===== src/rtl/stack_scoreboard_register_file.sv =====
// General-purpose register file: register 0 is a push/pop stack pointer,
// registers 1..N-1 are general, with a per-register pending-write scoreboard.
module stack_scoreboard_register_file #(
  parameter int unsigned ADDRESS_WIDTH = 2,
  parameter int unsigned DATA_WIDTH    = 8,
  parameter logic [DATA_WIDTH-1:0] STACK_BASE = '1,
  parameter int unsigned PROCESSOR_ID  = 0
) (
  input  logic                     clk,
  input  logic                     reset,
  input  logic                     general_register_write_enable,
  input  logic [ADDRESS_WIDTH-1:0] address_3,
  input  logic [DATA_WIDTH-1:0]    general_register_write_data,
  input  logic                     stack_write_enable,
  input  logic [DATA_WIDTH-1:0]    stack_register_write_data,
  input  logic [1:0]               stack_operation,
  input  logic                     issue_enable,
  input  logic [ADDRESS_WIDTH-1:0] issue_destination,
  input  logic [ADDRESS_WIDTH-1:0] address_1,
  input  logic [ADDRESS_WIDTH-1:0] address_2,
  output logic [DATA_WIDTH-1:0]    read_data_1,
  output logic [DATA_WIDTH-1:0]    read_data_2,
  output logic                     pending_1,
  output logic                     pending_2,
  output logic [DATA_WIDTH-1:0]    stack_pointer,
  output logic                     stack_overflow,
  output logic                     stack_underflow,
  output logic [DATA_WIDTH-1:0]    id
);

  localparam int unsigned REG_COUNT = 2 ** ADDRESS_WIDTH;
  localparam logic [1:0]  OP_PUSH   = 2'b01;
  localparam logic [1:0]  OP_POP    = 2'b10;

  // Entry 0 is never written; address-0 reads are redirected to the stack pointer.
  logic [DATA_WIDTH-1:0] regs [REG_COUNT];
  logic [REG_COUNT-1:0]  pending;
  logic                  write_valid;
  logic                  issue_valid;

  assign write_valid = general_register_write_enable && (address_3 != '0);
  assign issue_valid = issue_enable && (issue_destination != '0);
  assign id          = DATA_WIDTH'(PROCESSOR_ID);

  // General register storage
  always_ff @(posedge clk) begin
    if (reset) begin
      for (int unsigned i = 0; i < REG_COUNT; i++) begin
        regs[i] <= '0;
      end
    end else if (write_valid) begin
      regs[address_3] <= general_register_write_data;
    end
  end

  // Stack pointer with sticky overflow/underflow; a direct load masks push/pop
  always_ff @(posedge clk) begin
    if (reset) begin
      stack_pointer   <= STACK_BASE;
      stack_overflow  <= 1'b0;
      stack_underflow <= 1'b0;
    end else if (stack_write_enable) begin
      stack_pointer <= stack_register_write_data;
    end else if (stack_operation == OP_PUSH) begin
      if (stack_pointer == '0) begin
        stack_overflow <= 1'b1;
      end else begin
        stack_pointer <= stack_pointer - DATA_WIDTH'(1);
      end
    end else if (stack_operation == OP_POP) begin
      if (stack_pointer == STACK_BASE) begin
        stack_underflow <= 1'b1;
      end else begin
        stack_pointer <= stack_pointer + DATA_WIDTH'(1);
      end
    end
  end

  // Scoreboard: issue sets, write-back clears, set wins on collision
  always_ff @(posedge clk) begin
    if (reset) begin
      pending <= '0;
    end else begin
      pending[0] <= 1'b0;
      for (int unsigned i = 1; i < REG_COUNT; i++) begin
        if (issue_valid && (issue_destination == ADDRESS_WIDTH'(i))) begin
          pending[i] <= 1'b1;
        end else if (write_valid && (address_3 == ADDRESS_WIDTH'(i))) begin
          pending[i] <= 1'b0;
        end
      end
    end
  end

  // Read ports with same-cycle write-back forwarding
  always_comb begin
    read_data_1 = regs[address_1];
    read_data_2 = regs[address_2];
    if (address_1 == '0) begin
      read_data_1 = stack_pointer;
    end else if (write_valid && (address_3 == address_1)) begin
      read_data_1 = general_register_write_data;
    end
    if (address_2 == '0) begin
      read_data_2 = stack_pointer;
    end else if (write_valid && (address_3 == address_2)) begin
      read_data_2 = general_register_write_data;
    end
  end

  // A write landing this cycle resolves the hazard as seen by decode
  always_comb begin
    pending_1 = pending[address_1] &&
                !(general_register_write_enable && (address_3 == address_1));
    pending_2 = pending[address_2] &&
                !(general_register_write_enable && (address_3 == address_2));
  end

endmodule


===== config.mk =====
export PLATFORM = sky130hd
export DESIGN_NAME = stack_scoreboard_register_file
export DESIGN_NICKNAME = d
export VERILOG_FILES = /design/src/rtl/stack_scoreboard_register_file.sv
export SDC_FILE = /design/constraint.sdc
export NUM_CORES = 1
export LEC_CHECK = 0
export ABC_AREA = 1
export CELL_PAD_IN_SITES_DETAIL_PLACEMENT = 0
export CELL_PAD_IN_SITES_GLOBAL_PLACEMENT = 1
export CORE_ASPECT_RATIO = 0.5
export CORE_MARGIN = 5
export CORE_UTILIZATION = 35
export CTS_CLUSTER_DIAMETER = 120
export DETAILED_ROUTE_END_ITERATION = 7
export PLACE_DENSITY_LB_ADDON = 0.1
export SYNTH_ARGS = -nofsm -noshare
export SYNTH_HDL_FRONTEND = slang
export SYNTH_SLANG_ARGS = --single-unit

===== constraint.sdc =====
create_clock -name clk -period 2.7 [get_ports clk]
set_clock_uncertainty 0.05 [all_clocks]
set_input_delay 0.81 -clock clk [delete_from_list [all_inputs] [get_ports clk]]
set_output_delay 0.81 -clock clk [all_outputs]
set_load 0.1 [all_outputs]

# Word-level counts from Yosys, hierarchy flattened
# Memory sizes are Yosys's and may differ from the RTL's.
# Index checks and enable logic that the tools add are counted.
# op_classes
n_addsub,2
magnitude_cmp,2
eq_ne,13
muxes,27
n_bitwise,2
n_reduce_logical,29
# op_table
cell,n
$mux 8,10
$logic_and 1x1->1,14
$mux 1,14
$eq 2x2->1 const B,5
$reduce_bool 2->1,5
$add 8x1->8 const B,1
$eq 8x8->1 const B,1
$logic_not 8->1,1
$reduce_or 8->1,1
$sub 8x1->8 const B,1
$eq 2x1->1 const B,3
$lt 2x3->1 const B,2
$ne 3x3->1 const B,2
$reduce_and 3->1,2
$bmux 1 s2,2
$eq 2x2->1,2
$logic_not 2->1,2
$reduce_and 4->1,1
$reduce_bool 3->1,1
$logic_not 1->1,2
$mux 2,1
$not 1->1,2
# word_totals
reg_bits,14
mem_bits_rw,32
inputBits,31
out_inout_bits,36
word_cells,83
memories,1
# mem_list
memory,depth,width,read_ports,rd_clocked_by_memory_dff,wr,line_no,text
regs,4,8,2,0,4,36,logic [DATA_WIDTH-1:0] regs [REG_COUNT];

# Depth between registers and ports, before layout
# logic_depth
ltp_word,7
mapped_depth,14
depth_no_buf,14

# Worst setup path before layout
# No wires, ideal clock.
# synth_timing
path_type,input -> output
from,in address_1[0]
to,out read_data_1[0]
t_arrival_ps,3130
t_required_ps,1840
slack_ps,-1290
cell_stages,6
path_cell_list,buf_2 -> xor2_1 -> a211oi_2 -> nand2_2 -> buf_6 -> o221ai_1
# synth_via
elab_chain_cells,4
# synth_lines
element,line_no,text
"start, declared",19,"input logic [ADDRESS_WIDTH-1:0] address_1,"
"parallel branches: the longest is 3 deep, another holds $mem_v2 4x8",n/a,
$mux 8 (*),99,if (address_1 == '0) begin
"end, declared",21,"output logic [DATA_WIDTH-1:0] read_data_1,"
# Every way passes the cells marked *.

# Final worst setup path
# layout_timing
from,in address_2[0]
to,out read_data_2[6]
# layout_via
elab_chain_cells,4
# layout_lines
element,line_no,text
"start, declared",20,"input logic [ADDRESS_WIDTH-1:0] address_2,"
"parallel branches: the longest is 3 deep, another holds $mem_v2 4x8",n/a,
$mux 8 (*),104,if (address_2 == '0) begin
"end, declared",22,"output logic [DATA_WIDTH-1:0] read_data_2,"
# Marked as above.

==> impl_metrics.toml <==
[floorplanning]
start_util_pct = 36.2
core_area_um2 = 7350
fp.dieW_um = 133
row_count = 22
ioPinCount = 67
die_h_um = 71.6
dieArea_um2 = 9540

[power_and_ir_drop]
power_density_nw_per_um2 = 577
cellLeakagePower_uw = 0.00192
seqPwrFrac_pct = 26.7
peakVddDrop_mv = 0.279
combPwrFrac_pct = 46.7
netSwitchingFraction_pct = 41.4
intPower_uw = 1510
p_sw_uw = 1070
clkPwrFrac_pct = 26.6

[final_layout]
final_area_um2 = 4470
antenna_cells = 0
nets = 500
drive_gt1_share_pct = 33.3
layout_common_cells = "nand2_1 (53), buf_4 (50), inv_1 (46), nor2_1 (36), a21oi_1 (25)"
utilization_pct = 60.8
syn_to_final_growth_pct = 68.2
final_common_cell = "nand2_1"

[synthesis]
syn_inst = 365
yosysSeqAreaShare_pct = 36.9
postSynthAreaPerCell_um2 = 7.28
yosys_warnings = 0
synth.cell_area_um2 = 2660
ys_ff_latch = 37
synth_cell_types = 38

[global_route]
grt_pass1_vias = 2743
grt.total_usage_pct = 18.6
grt.overflow.total = 0
grt_max_degree = 25
antenna_found_initial = 0
grt_first_pass_wirelength_um = 14100

[setup_path]
startpoint_type = "input pin"
worstSetupPathType = "in -> out"
end_kind = "primary output"
cp.arrival_ns = 2.03
critPathMaxFanout = 5
crit_required_ns = 1.84

[route]
via_per_inst = 5.05
firstDrtPassIters = 5
vias = 2851
ant_nets = 0
drc_errors = 0
drtIter0Drc = 272
totalWireLength_um = 8830
routedWlPerCell_um = 15.6

[sta]
finalWorstSetupSlack_ns = -0.194
layout_min_cycle_time_ns = 2.89
fmax_mhz = 346
setup-tns-final_ns = -2.81
rsz0062_at_grt = "true"
finalSetupViolCount = 17
maxSlewViolCount = 0
hold_violations = 0
min_period_over_period_pct = 107

[clocking]
cts_tree = "done"
cts-buffers-inserted = 5
path_clk_slew_ns = 0.07
hold_buffers = 0
clockBufferDepth = 2
clkSinkCount = 37
htree_levels = 2
cts_root_buffer = "clkbuf_16"
insertion_delay_ns = 0.29

[placed_design]
gp_congestion = 0.885
dpl.hpwl_um = 6880
io_buffers = 58
placed_cell_area_um2 = 4080
place_ws_ns = -0.671

[min_path]
hp-class = "reg -> reg"

[status]
violations = "negative setup slack"
status = "finished with violations"

[run]
cap_violations = 0
==> cell usage after synthesis (all sizes together) <==
| library cell | number | share of area [%] |
|---|---|---|
| nor2 | 41 | 6.2 |
| o21bai | 1 | 0.71 |
| buf | 18 | 5.1 |
| ha | 1 | 0.47 |
| clkbuf | 4 | 0.71 |
| o21a | 1 | 0.28 |
| a22oi | 2 | 0.56 |
| conb | 1 | 0.14 |
| nand3 | 19 | 4.0 |
| xor2 | 3 | 0.99 |
| inv | 55 | 7.8 |
| edfxtp | 24 | 27 |
| and3 | 1 | 0.24 |
| a32oi | 1 | 0.33 |
| dfxtp | 13 | 9.8 |
| a211oi | 2 | 0.94 |
| o211ai | 2 | 0.56 |
| a21oi | 27 | 5.5 |
| or2 | 3 | 0.71 |
| nand4 | 3 | 0.71 |
| o221ai | 16 | 5.3 |
| nor4 | 1 | 0.24 |
| nor3 | 17 | 3.2 |
| o32ai | 1 | 0.33 |
| o21ai | 43 | 8.1 |
| nand2 | 65 | 10 |
==> timing repair <==
item / CTS / global route
endpoints found under the hold margin: 0 / 0
gates resized for setup: 71 / 41
gates cloned: 1 / 0
pin swaps: 13 / 12
setup buffers: 2 / 2
setup endpoints to repair: 18 / 18
==> path summary, 6_finish.rpt <==
| path | startpoint | endpoint | slack (ns) | cells after the start |
|---|---|---|---|---|
| setup / recovery | address_2[0] | read_data_2[6] | -0.19 | 7 |
| hold / removal | stack_underflow$_SDFFE_PP0P_ | stack_underflow$_SDFFE_PP0P_ | 0.43 | 1 |
| setup reg to reg | stack_pointer[1]$_SDFFE_PP1P_ | stack_pointer[4]$_SDFFE_PP1P_ | 0.94 | 12 |
| hold reg to reg | stack_underflow$_SDFFE_PP0P_ | stack_underflow$_SDFFE_PP0P_ | 0.43 | 1 |
==> through the flow <==
step / hold WS (ns) / cells / power (uW)
finish: 0.429 / 565 / 2580
floorplan: 0.408 / 372 / 1480
global placement: 0.394 / 554 / 1850
CTS: 0.430 / 565 / 2560
detailed placement: 0.415 / 554 / 1850
global route: 0.447 / 565 / 2680
==> worst max-delay path: stages <==
cell	delay [ns]
buf_6	0.10
xor2_2	0.18
a211oi_4	0.25
nand2_4	0.14
buf_8	0.17
o221ai_4	0.18
buf_12	0.20
==> metal layers <==
| layer | up-vias | track usage (%) | part of all wire (%) |
|---|---|---|---|
| met5 | - | 0 | 0 |
| met4 | 0 | 2.62 | 0.37 |
| met3 | 4 | 4.77 | 6.0 |
| met2 | 81 | 30.1 | 45 |
| met1 | 1331 | 25.9 | 48 |
| li1 | 1435 | - | - |
==> logic make-up (layout without fill, tap and decap cells) <==
| family | after synthesis | after routing | synth area share (%) |
|---|---|---|---|
| AOI/OAI and AO/OA | 96 | 96 | 22.6 |
| xor gates and xnor gates | 3 | 3 | 0.989 |
| adders and majority gates | 1 | 1 | 0.471 |
| buffers and inverters | 77 | 173 | 13.6 |
| DFF | 37 | 37 | 36.9 |
| other | 1 | 8 | 0.141 |
| and+or+nand+nor | 150 | 151 | 25.3 |
==> state kept, by name, summed over array words and instances, names as in the netlist <==
register,cells
stack_pointer,8
pending,3
stack_underflow,1
stack_overflow,1
regs,24
==> cell type report <==
class | instances | area, um^2
clock inverter | 2 | 38.8
inverter | 55 | 219
sequential | 37 | 981
timing repair buffer | 110 | 1230
multi-input combinational | 259 | 1760
tap | 96 | 120
fill | 639 | 2880
clock buffer | 6 | 129
==> power by group through the flow <==
stage	Combinational (uW)	Sequential, uW	Clock (uW)
after global routing	1270	695	713
final	1200	689	685
after CTS	1190	688	689
after floorplan	699	783	0
after detailed placement	1150	700	0
after global placement	1150	698	0
Note: power is estimated with default switching activity, not from simulation.
